### config.mk
export PLATFORM = sky130hd
export DESIGN_NAME = led_wave_gen
export DESIGN_NICKNAME = d
export VERILOG_FILES = /design/src/rtl/led_wave_gen.sv
export SDC_FILE = /design/constraint.sdc
export NUM_CORES = 1
export LEC_CHECK = 0
export BUFFER_PORTS_ARGS = -buffer_cell sky130_fd_sc_hd__buf_4
export CAP_MARGIN = 40
export CORE_MARGIN = 1
export CORE_UTILIZATION = 50
export DETAILED_ROUTE_END_ITERATION = 10
export PLACE_DENSITY = 0.76
export SLEW_MARGIN = 20
export SYNTH_ARGS = -nofsm -noshare
export SYNTH_HDL_FRONTEND = slang
export SYNTH_SLANG_ARGS = --single-unit
### constraint.sdc
create_clock -name clk -period 3.1 [get_ports clk]
set_input_delay 0.155 -clock clk [delete_from_list [all_inputs] [get_ports clk]]
set_output_delay 0.155 -clock clk [all_outputs]
set_load 0.01 [all_outputs]
### src/rtl/led_wave_gen.sv
// Multi-channel LED intensity waveform generator; config writes take effect at phase wrap.
// Define LED_WAVE_PWM_EN to add the on-chip PWM counter and pwm outputs.
module led_wave_gen #(
  parameter  int unsigned CHANNELS = 8,
  parameter  int unsigned VAL_W    = 8,
  parameter  int unsigned PHASE_W  = 27,
  parameter  int unsigned INC_W    = 8,
  localparam int unsigned CHAN_W   = (CHANNELS > 1) ? $clog2(CHANNELS) : 1
) (
  input  logic                      clk,
  input  logic                      rst,
  input  logic [INC_W-1:0]          inc,
  input  logic                      cfg_valid,
  output logic                      cfg_ready,
  input  logic [CHAN_W-1:0]         cfg_chan,
  input  logic [1:0]                cfg_mode,
  input  logic [VAL_W:0]            cfg_offset,
  output logic [CHANNELS*VAL_W-1:0] value,
  output logic                      wrap
`ifdef LED_WAVE_PWM_EN
  ,
  output logic [CHANNELS-1:0]       pwm
`endif
);

  localparam int unsigned Q_W = VAL_W + 1;

  typedef enum logic [1:0] {
    MODE_TRI = 2'd0,
    MODE_SAW = 2'd1,
    MODE_SQR = 2'd2,
    MODE_OFF = 2'd3
  } mode_e;

  typedef struct packed {
    logic [CHAN_W-1:0] chan;
    mode_e             mode;
    logic [Q_W-1:0]    offset;
  } cfg_t;

  logic [PHASE_W-1:0] acc;
  logic [PHASE_W:0]   acc_sum_c;
  logic               carry_c;
  logic               inc_zero_c;
  logic               accept_c;
  logic               chan_ok_c;
  logic               direct_c;
  logic               park_c;
  logic               apply_c;
  logic [Q_W-1:0]     p_c;
  cfg_t               cfg_in_c;
  cfg_t               slot;
  mode_e              mode_q   [CHANNELS];
  logic [Q_W-1:0]     offset_q [CHANNELS];
  logic [Q_W-1:0]     q_c      [CHANNELS];

  function automatic logic [VAL_W-1:0] wave_f(input mode_e mode, input logic [Q_W-1:0] q);
    logic             m;
    logic [VAL_W-1:0] l;
    m = q[Q_W-1];
    l = q[VAL_W-1:0];
    case (mode)
      MODE_TRI: wave_f = m ? ~l : l;
      MODE_SAW: wave_f = q[Q_W-1:1];
      MODE_SQR: wave_f = {VAL_W{m}};
      default:  wave_f = '0;
    endcase
  endfunction

  // Wrap detection and config write routing (direct vs. parked in the pending slot)
  always_comb begin
    acc_sum_c  = {1'b0, acc} + (PHASE_W+1)'(inc);
    carry_c    = acc_sum_c[PHASE_W];
    inc_zero_c = (inc == '0);
    p_c        = acc[PHASE_W-1 -: Q_W];
    accept_c   = cfg_valid && cfg_ready;
    chan_ok_c  = 32'(cfg_chan) < CHANNELS;
    direct_c   = accept_c && chan_ok_c && (inc_zero_c || carry_c);
    park_c     = accept_c && chan_ok_c && !(inc_zero_c || carry_c);
    apply_c    = !cfg_ready && (inc_zero_c || carry_c);
    cfg_in_c   = '{chan: cfg_chan, mode: mode_e'(cfg_mode), offset: cfg_offset};
    for (int i = 0; i < CHANNELS; i++) begin
      q_c[i] = p_c + offset_q[i];
    end
  end

  // cfg_ready doubles as the inverted pending flag
  always_ff @(posedge clk) begin
    if (rst) begin
      acc       <= '0;
      wrap      <= 1'b0;
      cfg_ready <= 1'b1;
      slot      <= '0;
      value     <= '0;
      for (int i = 0; i < CHANNELS; i++) begin
        mode_q[i]   <= MODE_TRI;
        offset_q[i] <= '0;
      end
    end else begin
      acc  <= acc_sum_c[PHASE_W-1:0];
      wrap <= carry_c;
      if (park_c) begin
        slot      <= cfg_in_c;
        cfg_ready <= 1'b0;
      end else if (apply_c) begin
        cfg_ready <= 1'b1;
      end
      for (int i = 0; i < CHANNELS; i++) begin
        if (direct_c && cfg_chan == CHAN_W'(i)) begin
          mode_q[i]   <= cfg_in_c.mode;
          offset_q[i] <= cfg_in_c.offset;
        end else if (apply_c && slot.chan == CHAN_W'(i)) begin
          mode_q[i]   <= slot.mode;
          offset_q[i] <= slot.offset;
        end
        value[i*VAL_W +: VAL_W] <= wave_f(mode_q[i], q_c[i]);
      end
    end
  end

`ifdef LED_WAVE_PWM_EN
  logic [VAL_W-1:0] pwm_cnt;

  // Free-running PWM compare against the registered intensities
  always_ff @(posedge clk) begin
    if (rst) begin
      pwm_cnt <= '0;
      pwm     <= '0;
    end else begin
      pwm_cnt <= pwm_cnt + VAL_W'(1);
      for (int i = 0; i < CHANNELS; i++) begin
        pwm[i] <= (pwm_cnt < value[i*VAL_W +: VAL_W]);
      end
    end
  end
`endif

endmodule

* Word level (Yosys, flattened, before mapping)
Memories as Yosys holds them, arrays and structs flattened. Index checks and enable logic that the tools add are counted.
Operators by class: $add $sub $neg 9, equality and inequality tests 30, mux-type cells 108, bitwise logic cells 40, reductions and logical operators 35
Operator list (count):
- $pmux 8 s3 | 8
- $mux 9 | 16
- $add 9x9->9 | 8
- $mux 8 | 8
- $not 8->8 | 8
- $mux 1 | 60
- $mux 2 | 16
- $or 1x1->1 | 32
- $add 27x8->28 | 1
- $eq 3x3->1 const B | 8
- $logic_and 1x1->1 | 20
- $eq 2x1->1 const B | 8
- $eq 2x2->1 const B | 8
- $logic_not 2->1 | 8
- $eq 3x2->1 const B | 4
- $logic_not 8->1 | 1
- $eq 3x1->1 const B | 2
- $logic_not 3->1 | 2
- $logic_not 1->1 | 2
- $reduce_bool 2->1 | 1
- $logic_or 1x1->1 | 1
Storage, ports and cells: register bits 107, memory bits (writable) 88, bits of input ports 25, word-level logic and storage cells 231, memories 2
Memories:
- offset_q | words 8, width 9, rd ports 8, clocked after memory_dff 0, write ports 8, RTL line 54 | logic [Q_W-1:0] offset_q [CHANNELS];
- mode_q | words 8, width 2, rd ports 8, clocked after memory_dff 0, write ports 8, RTL line 53 | mode_e mode_q [CHANNELS];

* Longest topological paths before layout
Gate-level depths: netlist of the first run.
depth after elaboration 9, mapped depth 11

* Worst setup path before layout of the first run
No wires, ideal clock.
kind reg2reg, start point reg acc[19], end point mem mode_q[0][0] (netlist bit), enable pin, data arrival time 2.567 ns, required time 2.706 ns, path slack 0.139 ns, stages on the path, launching flop included 8, path buffers 2, cells stage by stage dfxtp_1 and4_1 and3_1 nand3_1 o41a_1 buf_6 buf_6 o21ai_0
RTL lines:
- start: declaration | RTL line 41 | logic [PHASE_W-1:0] acc;
- start signal: assignment | RTL line 100 | acc <= acc_sum_c[PHASE_W-1:0];
- end: declaration | RTL line 53

* Worst setup path after layout of the first run
start point reg acc[18], end point reg value[19]
Between the ends: word-level cells in the longest chain between the ends 4
Ends and longest elaborated chain:
- $add 9x9->9 (*) | RTL line 83 | q_c[i] = p_c + offset_q[i];
- $not 8->8 | RTL line 63 | MODE_TRI: wave_f = m ? ~l : l;
- $mux 8 | RTL line 63
- $pmux 8 s3 (*) | RTL line 62 | case (mode)
- end signal: indexed assignment | RTL line 116 | value[i*VAL_W +: VAL_W] <= wave_f(mode_q[i], q_c[i]);
- end: declaration | RTL line 18 | output logic [CHANNELS*VAL_W-1:0] value,
Mark *: on every way between the ends. The rest lies on a longest branch, timed or not. A chain may end at the register's enable or synchronous reset.

==> run metrics, run 1 <==
outcome finished clean; cells on worst reg2reg path 11; die area about 25000 µm²; # DRC 0; Fin Hold WS 24.9 ps; CP startpoint kind flop; Reg2Reg Setup Slack about 220 ps; Worst slew margin 0.518; Yosys reg bits a little under 200; crit path max fanout 7; synth warn 0; Antenna Nets Post-Route 0; GRT Residual Overflow 0; vias per cell just under 6; sequential area share after synthesis 0.399; P per Cell Area around 440 nW/µm²; FF-to-FF End value[19]$_SDFF_PP0_; final setup violating endpoints 0; met2 Usage GRT 0.423; worst hold path type in2reg; H-tree depth 4; measured slew at the worst slew-check pin between 700 and 800 ps; final period utilization 0.928; share of post-route cells with drive strength above 1 0.158; Leakage between 5 and 6 nW; Sink Count roughly 200; Layout fillers 1996; GRT Resource Usage Total 0.258; number of iterations in the first detailed-routing pass 6; FP Rows 56; Root Driver clkbuf_16; Max-cap violations 0; syn_nets about 1.5k; Critical Path RT 3450 ps; die width roughly 160 µm; effective utilization at floorplan 0.511; gpl congestion 0.952; Port Buffers 90; DRT iter0 DRCs 1225; initial antenna violation count 0; grt peak-use layer met2; vias in the first global route around 9.6k; post-synthesis cell type count 66; first-pass GRT wire length around 49000 µm; clock buffers created by TritonCTS 17; number of enable flip-flop cells after synthesis 88; Mean Syn Cell Area 8.86 µm²; synthesized area ~12000 µm²; P&R area growth vs syn 14.7%; Crit. End Element flop; Final Max Tran Viols 0; clk_skew about 12 ps; Routed WL 31600 µm; post-route cell area between 10000 and 15000 µm²; routed via count 10.4k; core box area roughly 23000 µm²; synthesized instance count between 1k and 1.5k; RR Startpoint acc[18]$_SDFF_PP0_; Worst EP arrival approximately 3200 ps; FFs w/ async S/R, synth 0; fmax 348 MHz; nets@finish between 1.5k and 2k; hold depth 3; VDD IR max between 300 and 400 µV; met1 Track Usage GR 0.325; Longest Clk Path Bufs 2; Crit Path Class reg2reg; Min Clock Period, post-route around 2900 ps; CTS tree done; Hold Startpoint cfg_valid; Final Hold Fails 0; largest net degree at the start of global routing 65; # IOs about 90; Synth Flop Type dfxtp_1; Antenna diodes 0; post-detail-place hpwl about 22000 µm; Worst-Skew Late Latency between 400 and 500 ps; hold endpoint cfg_ready$_SDFFE_PP1P_; met3 Use GR 0.0485; Die Y 157 µm; CTS clk-pin slew, worst paths around 80 ps; WL per Instance approximately 18 µm; Placement Cell Area ~13000 µm²
## worst max path at each step
stage / end / slack [ps] / depth (start not counted) / start
after floorplan: mode_q[0][0]$_SDFFCE_PN0P_ / 140 / 7 / acc[19]$_SDFF_PP0_
after global placement: value[51]$_SDFF_PP0_ / 230 / 11 / acc[18]$_SDFF_PP0_
after detailed placement: value[20]$_SDFF_PP0_ / 150 / 11 / acc[18]$_SDFF_PP0_
after CTS: value[20]$_SDFF_PP0_ / 120 / 11 / acc[18]$_SDFF_PP0_
after global routing: value[36]$_SDFF_PP0_ / -5 / 11 / acc[18]$_SDFF_PP0_
final: value[19]$_SDFF_PP0_ / 220 / 11 / acc[18]$_SDFF_PP0_
## synthesized netlist by cell type, types with 9 or more instances
cell type | count | area share
o211ai_1 | 16 | 0.010
nor2_1 | 197 | 0.062
a22oi_1 | 31 | 0.019
buf_2 | 13 | 0.0054
a22oi_2 | 9 | 0.0094
ha_1 | 72 | 0.075
nor2b_1 | 19 | 0.0099
xor2_1 | 47 | 0.034
dfxtp_1 | 107 | 0.18
nor3_1 | 9 | 0.0038
nand2b_1 | 17 | 0.0089
mux2i_1 | 12 | 0.010
or2_2 | 25 | 0.013
fa_1 | 9 | 0.015
xnor2_1 | 37 | 0.027
nand3b_1 | 11 | 0.0069
a21oi_1 | 97 | 0.040
o21ai_0 | 63 | 0.026
a2111oi_0 | 10 | 0.0073
clkbuf_1 | 60 | 0.019
o32ai_1 | 35 | 0.026
a32o_1 | 11 | 0.0092
edfxtp_1 | 88 | 0.22
nand3_1 | 39 | 0.016
a31oi_1 | 19 | 0.0099
o21ai_1 | 12 | 0.0050
inv_1 | 48 | 0.015
nand2_1 | 120 | 0.038
## repair_timing
action	in CTS	in global routing
endpoints found under the hold margin	1	0
endpoints found under the setup margin	0	30
resized for setup	0	8
hold buffers	1	0
buffers inserted	0	0
## logic make-up (layout without fill, tap and decap cells)
logic type / Yosys count / in the layout / share of synthesized area
AND/OR/NAND/NOR: 477 / 477 / 0.187
AO/OA/AOI/OAI: 364 / 364 / 0.204
flip-flops: 195 / 195 / 0.399
buffers and inverters: 140 / 232 / 0.0493
XOR/XNOR: 84 / 84 / 0.0613
adder cells (fa/ha/maj): 81 / 81 / 0.0901
multiplexers: 12 / 12 / 0.0100
## sequential cells by signal (all words and copies together) (netlist names)
signal,flops
cfg_ready,1
wrap,1
value,64
mode_q,16
slot,14
offset_q,72
acc,27
## power breakdown
group / leakage [nW] / internal, W / total [W] / switching (W)
Clock: 0.291 / 0.00115 / 0.00221 / 0.00106
Combinational: 3.23 / 0.000371 / 0.000921 / 0.000550
Sequential: 1.79 / 0.00283 / 0.00294 / 0.000111
Total: 5.30 / 0.00435 / 0.00607 / 0.00172
## final cells by class
class / instances / area (µm²) / area share
Multi-Input combinational cell: 1018 / 6630 / 0.482
Clock inverter: 13 / 105 / 0.00764
Sequential cell: 195 / 4780 / 0.348
Clock buffer: 19 / 475 / 0.0346
Timing Repair Buffer: 151 / 1170 / 0.0853
Tap cell: 319 / 399 / 0.0290
Inverter: 49 / 184 / 0.0134
## layer usage
metal  up-vias  wire length, µm  share of wire
met5         -                0              0
met4         0             1200          0.038
met3        89             2330          0.074
met2       441            14800           0.47
met1      4857            13300           0.42
li1       5053                -              -
## worst max-delay path: stages (launching register included)
cell and delay (ps):
dfxtp_1 310, buf_4 160, ha_1 210, inv_1 80, fa_1 200, nand2b_1 150, a21oi_1 80, a2111oi_1 550
a21oi_1 160, xnor2_1 220, or2_2 390, o32ai_1 280
## cells in the final DEF (no fill, tap or decap), types with 5 or more instances in the layout
cell	count
a2111oi_1	5
a211oi_1	5
a21o_1	5
a21oi_1	97
a22oi_1	31
a22oi_2	9
a31oi_1	19
a32o_1	11
and3_1	8
buf_4	147
clkbuf_16	19
dfxtp_1	107
edfxtp_1	88
fa_1	9
ha_1	72
inv_1	48
inv_6	8
mux2i_1	12
nand2_1	120
nand2b_1	17
nand3_1	39
nand3b_1	11
nor2_1	197
nor2b_1	19
nor3_1	9
o211ai_1	16
o21ai_0	63
o21ai_1	12
o22ai_1	8
o31a_1	7
o31ai_1	6
o32ai_1	35
o41ai_1	8
or2_2	25
or4_1	8
xnor2_1	37
xor2_1	47
## through the flow
stage                      util  setup WS [ps]  setup TNS, ps  power, W  cells
final                     0.586            223              0   0.00607   1764
after floorplan               -            139              0   0.00356   1353
after global routing      0.586          -5.21          -8.42   0.00630   1764
after detailed placement  0.560            148              0   0.00389   1731
after global placement    0.560            231              0   0.00387   1730
after CTS                 0.585            117              0   0.00607   1764
No activity file was read; power rests on OpenSTA's default activity.
==> run 2: changes to the inputs <==
Settings changed: CORE_ASPECT_RATIO set to 0.6.
==> run metrics, run 2 (same netlist as run 1, synthesis figures left out) <==
number of iterations in the first detailed-routing pass 6 (unchanged); Worst-Skew Late Latency 450 ps (about the same); largest net degree at the start of global routing 42 (-35%); CP startpoint kind flop; Leakage 5.35 nW (+0.90%); vias in the first global route 9469 (-1.2%); P&R area growth vs syn 15.6%; Largest regs offset_q: 72 flops, value: 64 flops, acc: 27 flops; Final Hold Fails 0 (unchanged); Max-cap violations 0 (unchanged); first-pass GRT wire length 50800 µm (+3.8%); worst path buffer plus inverter count 2 (unchanged); final setup violating endpoints 0 (unchanged); # IOs 91 (unchanged); outcome finished clean; # DRC 0 (unchanged); Critical Path RT 3450 ps (about the same); Antenna Nets Post-Route 0 (unchanged); Fin Hold WS 14.0 ps (-11.0 ps); initial antenna violation count 0 (unchanged); worst hold path type in2reg; RR Startpoint acc[18]$_SDFF_PP0_; die area 24600 µm² (about the same); Final Max Tran Viols 0 (unchanged); flip-flop count of the largest register after layout 72 (unchanged); Crit. End Element flop; CP dominant cell by count a21oi_1; CP Cell Sequence buf_4, ha_1, inv_1, fa_1, nand2b_1, a21oi_1, a2111oi_0, a21oi_1, xnor2_2, or2_2, o32ai_1; core box area 23300 µm² (-0.75%); fmax 346 MHz (-0.54%); VDD IR max 374 µV (-4.4%); Routed WL 32700 µm (+3.5%); measured slew at the worst slew-check pin 749 ps (+25.6 ps); effective utilization at floorplan 0.515 (+0.00387); delay of the slowest cell on the worst path 510 ps (-40 ps); Hold Startpoint cfg_chan[1]; Root Driver clkbuf_16; FF-to-FF End value[56]$_SDFF_PP0_; most frequent cells in the layout nor2_1 (197), buf_4 (151), nand2_1 (120), dfxtp_1 (107), a21oi_1 (97); Worst slew margin 0.498 (-0.0204); clock buffers created by TritonCTS 17 (unchanged); delay-heaviest family, CP compound AO/OA/AOI/OAI gates; DRT iter0 DRCs 1063 (-13%); RSZ-0062 raised after global routing false; Sink Count 195 (unchanged); Reg2Reg Setup Slack 210 ps (-20 ps); post-layout total power 0.00620 W (+2.2%); cells on worst reg2reg path 11 (unchanged); Die Y 122 µm (-22%); GRT Resource Usage Total 0.266 (+0.00831); Total Neg Setup Slack 0 ps (unchanged); Port Buffers 90 (unchanged); share of post-route cells with drive strength above 1 0.160 (+0.00130); Layout fillers 2015 (+0.95%); Min Clock Period, post-route 2890 ps (+15.6 ps); post-detail-place hpwl 23200 µm (+5.3%); CTS tree done; FP Rows 43 (-23%); H-tree depth 4 (unchanged); nets@finish 1545 (+0.46%); commonest non-fill, non-tap cell in the layout nor2_1; clk_skew 9.18 ps (-2.91 ps); Biggest register offset_q; crit path max fanout 9 (+2); hold endpoint slot[12]$_SDFFE_PP0P_; Antenna diodes 0 (unchanged); final period utilization 0.933 (+0.00503); hold depth 3 (unchanged); GRT Residual Overflow 0 (unchanged); Longest Clk Path Bufs 2 (unchanged); die width 202 µm (+29%); P per Cell Area 448 nW/µm² (+1.5%); gpl congestion 0.966 (+1.5%); Crit Path Class reg2reg; CP max-delay cell a2111oi_0; routed via count 10.5k (+0.73%); WL per Instance 18.5 µm (+3.3%); CTS clk-pin slew, worst paths 70 ps (about the same); final core occ 0.595 (+0.00890); Worst EP arrival 3250 ps (+30 ps); vias per cell 5.95 (+0.56%)
==> run 2: layout make-up <==
type / instances / area (µm²) / area share
multi-input combinational: 1018 / 6630 / 0.478
clock buffer: 18 / 429 / 0.0310
inverter: 49 / 184 / 0.0133
timing repair buffer: 158 / 1260 / 0.0910
sequential: 195 / 4780 / 0.345
clock inverter: 14 / 175 / 0.0126
tap: 315 / 394 / 0.0284
==> run 2: worst register-to-register path, cell delays in order, from the launching register on <==
cell and delay [ps]:
dfxtp_1 340, buf_4 180, ha_1 210, inv_1 70, fa_1 190, nand2b_1 140, a21oi_1 80, a2111oi_0 510
a21oi_1 200, xnor2_2 230, or2_2 370, o32ai_1 270
==> run 2: worst max path at each step <==
stage,startpoint,end,slack [ps],cells after the start
floorplan,acc[19]$_SDFF_PP0_,mode_q[0][0]$_SDFFCE_PN0P_,140,7
global placement,acc[1]$_SDFF_PP0_,slot[12]$_SDFFE_PP0P_,200,10
detailed placement,acc[18]$_SDFF_PP0_,value[9]$_SDFF_PP0_,150,11
CTS,acc[18]$_SDFF_PP0_,value[13]$_SDFF_PP0_,130,11
global route,acc[18]$_SDFF_PP0_,value[61]$_SDFF_PP0_,0.05,11
finish,acc[18]$_SDFF_PP0_,value[56]$_SDFF_PP0_,210,11
==> run 2: where the power goes <==
part           total (W)  switching [W]  internal, W
clock network    0.00234        0.00106      0.00129
logic           0.000921       0.000548     0.000373
registers        0.00294       0.000113      0.00283
==> run 2: stage by stage <==
step,setup slack (ps),cell area [µm²],cells
after floorplan,139,12000,1353
after global placement,200,13200,1731
after detailed placement,154,13200,1732
after CTS,125,13800,1766
after global routing,0.0491,13900,1767
final,207,13900,1767
==> run 2: timing repair <==
item                       4_1_cts  5_1_grt
gates resized for setup          0        4
hold endpoints to repair         2        0
hold buffers                     2        0
setup endpoints to repair        0       17
buffers inserted                 0        0
==> run 2: routing by layer <==
metal | global-route usage | wire (µm) | vias to the layer above
met5 | 0 | 0 | -
met4 | 0.0824 | 856 | 0
li1 | - | - | 5049
met2 | 0.397 | 13700 | 495
met1 | 0.384 | 15000 | 4896
met3 | 0.0567 | 3170 | 76
